**src/rtl/lii_pkg.sv**
```systemverilog
// -----------------------------------------------------------------------------
// lii_pkg
// Shared definitions for the LII phy adapters:
//   LII_ID_W       - width of the src/dst routing IDs on every flit
//   lii_nbeats()   - number of PW-bit flits needed to carry a DW-bit word
//   lii_sideband_t - per-flit sideband {src, dst, last}
// -----------------------------------------------------------------------------
package lii_pkg;

  localparam int LII_ID_W = 8;

  // Flit count for a word: ceil(dw / pw).
  function automatic int lii_nbeats(input int dw, input int pw);
    return (dw + pw - 1) / pw;
  endfunction

  typedef struct packed {
    logic [LII_ID_W-1:0] src;
    logic [LII_ID_W-1:0] dst;
    logic                last;
  } lii_sideband_t;

endpackage

```
**src/rtl/lii_tx_serializer.sv**
```systemverilog
// -----------------------------------------------------------------------------
// lii_tx_serializer
// Transmit-side LII phy adapter. Takes one DW-bit word per handshake from a
// kernel output stream and emits it as NBEATS = ceil(DW/PW) flits of PW bits,
// LSB slice first, with the top slice zero-padded above DW.
//
// Ports:
//   aclk, arst      - clock, asynchronous active-high reset
//   s_tdata/s_tvalid/s_tready
//                   - kernel word stream (input side)
//   lii_out_tdata/lii_out_tvalid/lii_out_tready
//                   - flit stream (output side)
//   lii_out_src/dst - constant routing IDs (SRC_ID/DST_ID), driven in reset too
//   lii_out_tlast   - high on the final flit of a word
//   busy            - FSM state visibility: high while in SEND
//
// Handshake semantics (both streams): a transfer happens on a rising edge
// where valid and ready are both high. Once valid is high, the source holds
// its data (and tlast) unchanged until that transfer; valid never depends on
// ready. The only combinational input-to-output path is s_tready, which
// depends on lii_out_tready so a new word can be accepted in the same cycle
// the last flit of the current word leaves (zero-bubble back-to-back).
// -----------------------------------------------------------------------------
module lii_tx_serializer
  import lii_pkg::*;
#(
  parameter int                  DW     = 384,
  parameter int                  PW     = 64,
  parameter logic [LII_ID_W-1:0] SRC_ID = 8'h00,
  parameter logic [LII_ID_W-1:0] DST_ID = 8'h00
) (
  input  logic                aclk,
  input  logic                arst,
  input  logic [DW-1:0]       s_tdata,
  input  logic                s_tvalid,
  output logic                s_tready,
  output logic [PW-1:0]       lii_out_tdata,
  output logic                lii_out_tvalid,
  input  logic                lii_out_tready,
  output logic [LII_ID_W-1:0] lii_out_src,
  output logic [LII_ID_W-1:0] lii_out_dst,
  output logic                lii_out_tlast,
  output logic                busy
);

  localparam int NBEATS = lii_nbeats(DW, PW);
  localparam int HW     = NBEATS * PW;
  localparam int BW     = (NBEATS > 1) ? $clog2(NBEATS) : 1;
  localparam logic [BW-1:0] LAST_BEAT = BW'(NBEATS - 1);

  typedef enum logic {
    ST_IDLE = 1'b0,
    ST_SEND = 1'b1
  } state_t;

  state_t        r_state;
  logic [BW-1:0] r_beat;
  logic [HW-1:0] r_hold;   // shifts right one slice per flit; low PW bits are on the wire

  logic          w_send;
  logic          w_last;
  logic          w_flit_hs;
  logic          w_accept;
  lii_sideband_t w_sb;

  assign w_send    = (r_state == ST_SEND);
  assign w_last    = w_send && (r_beat == LAST_BEAT);
  assign w_flit_hs = w_send && lii_out_tready;

  // Gated by arst so the kernel never sees ready while the block is held in reset.
  assign s_tready  = !arst && (!w_send || (w_last && lii_out_tready));
  assign w_accept  = s_tvalid && s_tready;

  always_ff @(posedge aclk or posedge arst) begin
    if (arst) begin
      r_state <= ST_IDLE;
      r_beat  <= '0;
      r_hold  <= '0;
    end else if (w_accept) begin
      // Covers both the IDLE start and the last-flit/new-word overlap.
      r_state <= ST_SEND;
      r_beat  <= '0;
      r_hold  <= HW'(s_tdata);
    end else if (w_flit_hs) begin
      if (w_last) begin
        r_state <= ST_IDLE;
        r_beat  <= '0;
        r_hold  <= '0;
      end else begin
        r_beat  <= r_beat + 1'b1;
        r_hold  <= r_hold >> PW;
      end
    end
  end

  assign w_sb = '{src: SRC_ID, dst: DST_ID, last: w_last};

  assign lii_out_tdata  = r_hold[PW-1:0];
  assign lii_out_tvalid = w_send;
  assign busy           = w_send;
  assign lii_out_tlast  = w_sb.last;
  assign lii_out_src    = w_sb.src;
  assign lii_out_dst    = w_sb.dst;

endmodule
```
**config.mk**
```make
export PLATFORM = sky130hd
export DESIGN_NAME = lii_tx_serializer
export DESIGN_NICKNAME = d
export VERILOG_FILES = /design/src/rtl/lii_pkg.sv /design/src/rtl/lii_tx_serializer.sv
export SDC_FILE = /design/constraint.sdc
export NUM_CORES = 1
export LEC_CHECK = 0
export ABC_AREA = 1
export CAP_MARGIN = 30
export CORE_MARGIN = 2
export CORE_UTILIZATION = 25
export DETAILED_ROUTE_END_ITERATION = 6
export PLACE_DENSITY = 0.51
export SYNTH_ARGS = -nofsm -noshare
export SYNTH_HDL_FRONTEND = slang
export SYNTH_SLANG_ARGS = --single-unit
```
**constraint.sdc**
```tcl
create_clock -name aclk -period 20.4 [get_ports aclk]
set_input_delay 2.04 -clock aclk [delete_from_list [all_inputs] [get_ports aclk]]
set_output_delay 2.04 -clock aclk [all_outputs]
set_load 0.01 [all_outputs]
```
==> reports/metrics.yaml <==
final_hold_viol_count: 0
nNetsFinal: 3473
num_vias: 20034
drc: 0
stdcell_area_mm2: 0.02767
cts_buffer_depth: 3
crit_chain: "clkdlybuf4s50_1 -> nand3_1 -> a21oi_4 -> clkdlybuf4s50_1"
ant_nets: 0
cts_made_buffers: 49
rows: 107
cts_resized: 0
min_period_ps: 5960
io_pins: 472
die_y_um: 296.6
critPathMostFrequentCell: "clkdlybuf4s50_1"
grt_max_degree: 170
cp.required_ps: 18360
drt_iter0_markers: 1741
cp-end-kind: "primary output"
core-area_mm2: 0.08501
grt_pass1_wl_um: 119200
fp.dieW_um: 296.6
criticalPathCategory: "input pin to primary output"
hold_ws_ps: 495.0
via_per_inst: 4.689
crit_fanout: 3
worst_pin_slew_ps: 1022
die-area_mm2: 0.08798
rsz0062_at_grt: "no"
timing.setup.tns_ps: 0
fillers: 9164
seq_area_frac_synth_pct: 45.36
slew-limit-headroom_pct: 31.86
gp_congestion: 0.7854
start_util_pct: 25.18
syn_inst: 2884
grt_pass1_vias: 19428
synth_seq_cells: 388
slowest_delay_ps: 640
syn-cell-area_mm2: 0.02141
ir_drop_v: 0.00005233
drv_cap: 0
p_per_area_mw_per_mm2: 123.1
antenna_found_initial: 13
clockRootBuffer: "clkbuf_16"
clock-sinks: 388
area_delta_synth_final_pct: 29.28
clk_latency_ps: 590
wl_um: 77830
critical_path_buf_inv_count: 2
drive_above_1_share_pct: 3.655
period_share_pct: 29.21
fmax_ghz: 0.1678
h-tree-depth: 2
status: "finished clean"
clk_pin_slew_worst_paths_ps: 50
critPathLaunchType: "input pin"
postCtsSetupBuffers: 0
cts_tree: "done"
syn_area_per_cell_um2: 7.422
hp-class: "flip-flop to flip-flop"
wire_per_inst_um: 18.21
worstPathArrival_ps: 3920
hold_buffers: 0
yosys_warnings: 0
cpLargestDelayFamily: "buffers and inverters"
port_buffers: 455
setup_violations: 0
finalMaxSlewViolations: 0
leakage_nw: 14.37
grt_usage_pct: 17.15
grt.overflow.total: 0
first_pass_iters: 5
clock_skew_ps: 31.17
cpMaxStageDelayCell: "clkdlybuf4s50_1"
postPlaceCellArea_mm2: 0.02599
hpwl_um: 49860
synth_cell_types: 17
==> cells by family after synthesis <==
logic type,after synthesis,synth area share (%)
and+or+nand+nor,1807,39.99
buffers and inverters,683,14.41
DFF,388,45.36
AOI/OAI and AO/OA,2,0.06428
adders and majority gates,2,0.1169
xor gates and xnor gates,1,0.04092
other,1,0.01752
==> routing by layer <==
layer | GRT usage (%) | wire [µm] | up-vias
met4 | 4.570 | 1547 | 8
met3 | 2.227 | 3495 | 96
met1 | 26.36 | 38270 | 9580
li1 | - | - | 9890
met5 | 0 | 58 | -
met2 | 24.95 | 34460 | 460
==> cells in the mapped netlist (all sizes together) <==
master	count	area, µm²
nand3	1414	7077
nand2	390	1464
dfrtp	388	9709
inv	325	1220
buf	262	1505
clkbuf	96	360.4
ha	2	25.02
nand4	2	12.51
a21oi	1	8.760
conb	1	3.750
o21ai	1	5.000
or2	1	6.260
xor2	1	8.760
==> worst register-to-register path: cells and delay by family (launching register included) <==
kind          cells  cell delay, ps
fa+ha+maj         1             260
buf+inv           4            2380
flops             1             410
simple gates      5             980
==> power by group <==
group	internal (mW)	switching (mW)
clock network	0.499	0.355
logic	0.511	0.765
registers	1.09	0.190
total	2.10	1.31
==> metrics by stage <==
stage          worst slack, ps  utilization, %  power (mW)  instances
2_1_floorplan             7556               -       2.165       2899
3_3_place_gp             13260           30.45       2.557       4168
3_5_place_dp             14030           30.57       2.579       4172
6_report                 14440           32.55       3.408       4273
5_1_grt                  14370           32.55       3.678       4272
4_1_cts                  14390           32.39       3.446       4259
==> placed cells by master (no fill, tap or decap), types with 2 or more instances in the layout <==
master           count
diode_2             10
nand2_1            389
nand4_1              2
clkbuf_8             8
clkbuf_16           51
buf_16               7
clkinvlp_4           3
clkbuf_1            17
buf_12               4
inv_8                2
buf_4               25
clkdlybuf4s50_1    454
nand3_1           1412
nand3_4              2
conb_1              16
ha_1                 2
inv_1              323
clkinv_2             5
dfrtp_1            388
==> worst paths after layout <==
kind	startpoint	end	slack, ps	cells past startpoint
min reg2reg	r_hold[340]	r_hold[340]	490	2
min	r_hold[340]	r_hold[340]	490	2
min in group asynchronous	arst	busy	2100	3
max	lii_out_tready	s_tready	14440	4
max reg2reg	r_beat[0]	r_hold[261]	16280	10
max in group asynchronous	arst	r_hold[229]	16080	5
==> state kept, by name, indices dropped and copies added, names as in the netlist <==
register / flops
r_hold: 384
r_beat: 3
busy: 1
==> final cells by class <==
type                    count  area (µm²)  share of cell area (%)
diodes                     10       25.02                 0.09043
flip-flops and latches    388        9709                   35.09
clock buffers              76        1450                   5.240
repair buffers            491        5020                   18.14
multi-input cells        1828        8707                   31.46
clock inverters            11       95.09                  0.3436
inverters                 325        1235                   4.463
well taps                1144        1431                   5.172
Power figures use the tool's default switching activity.
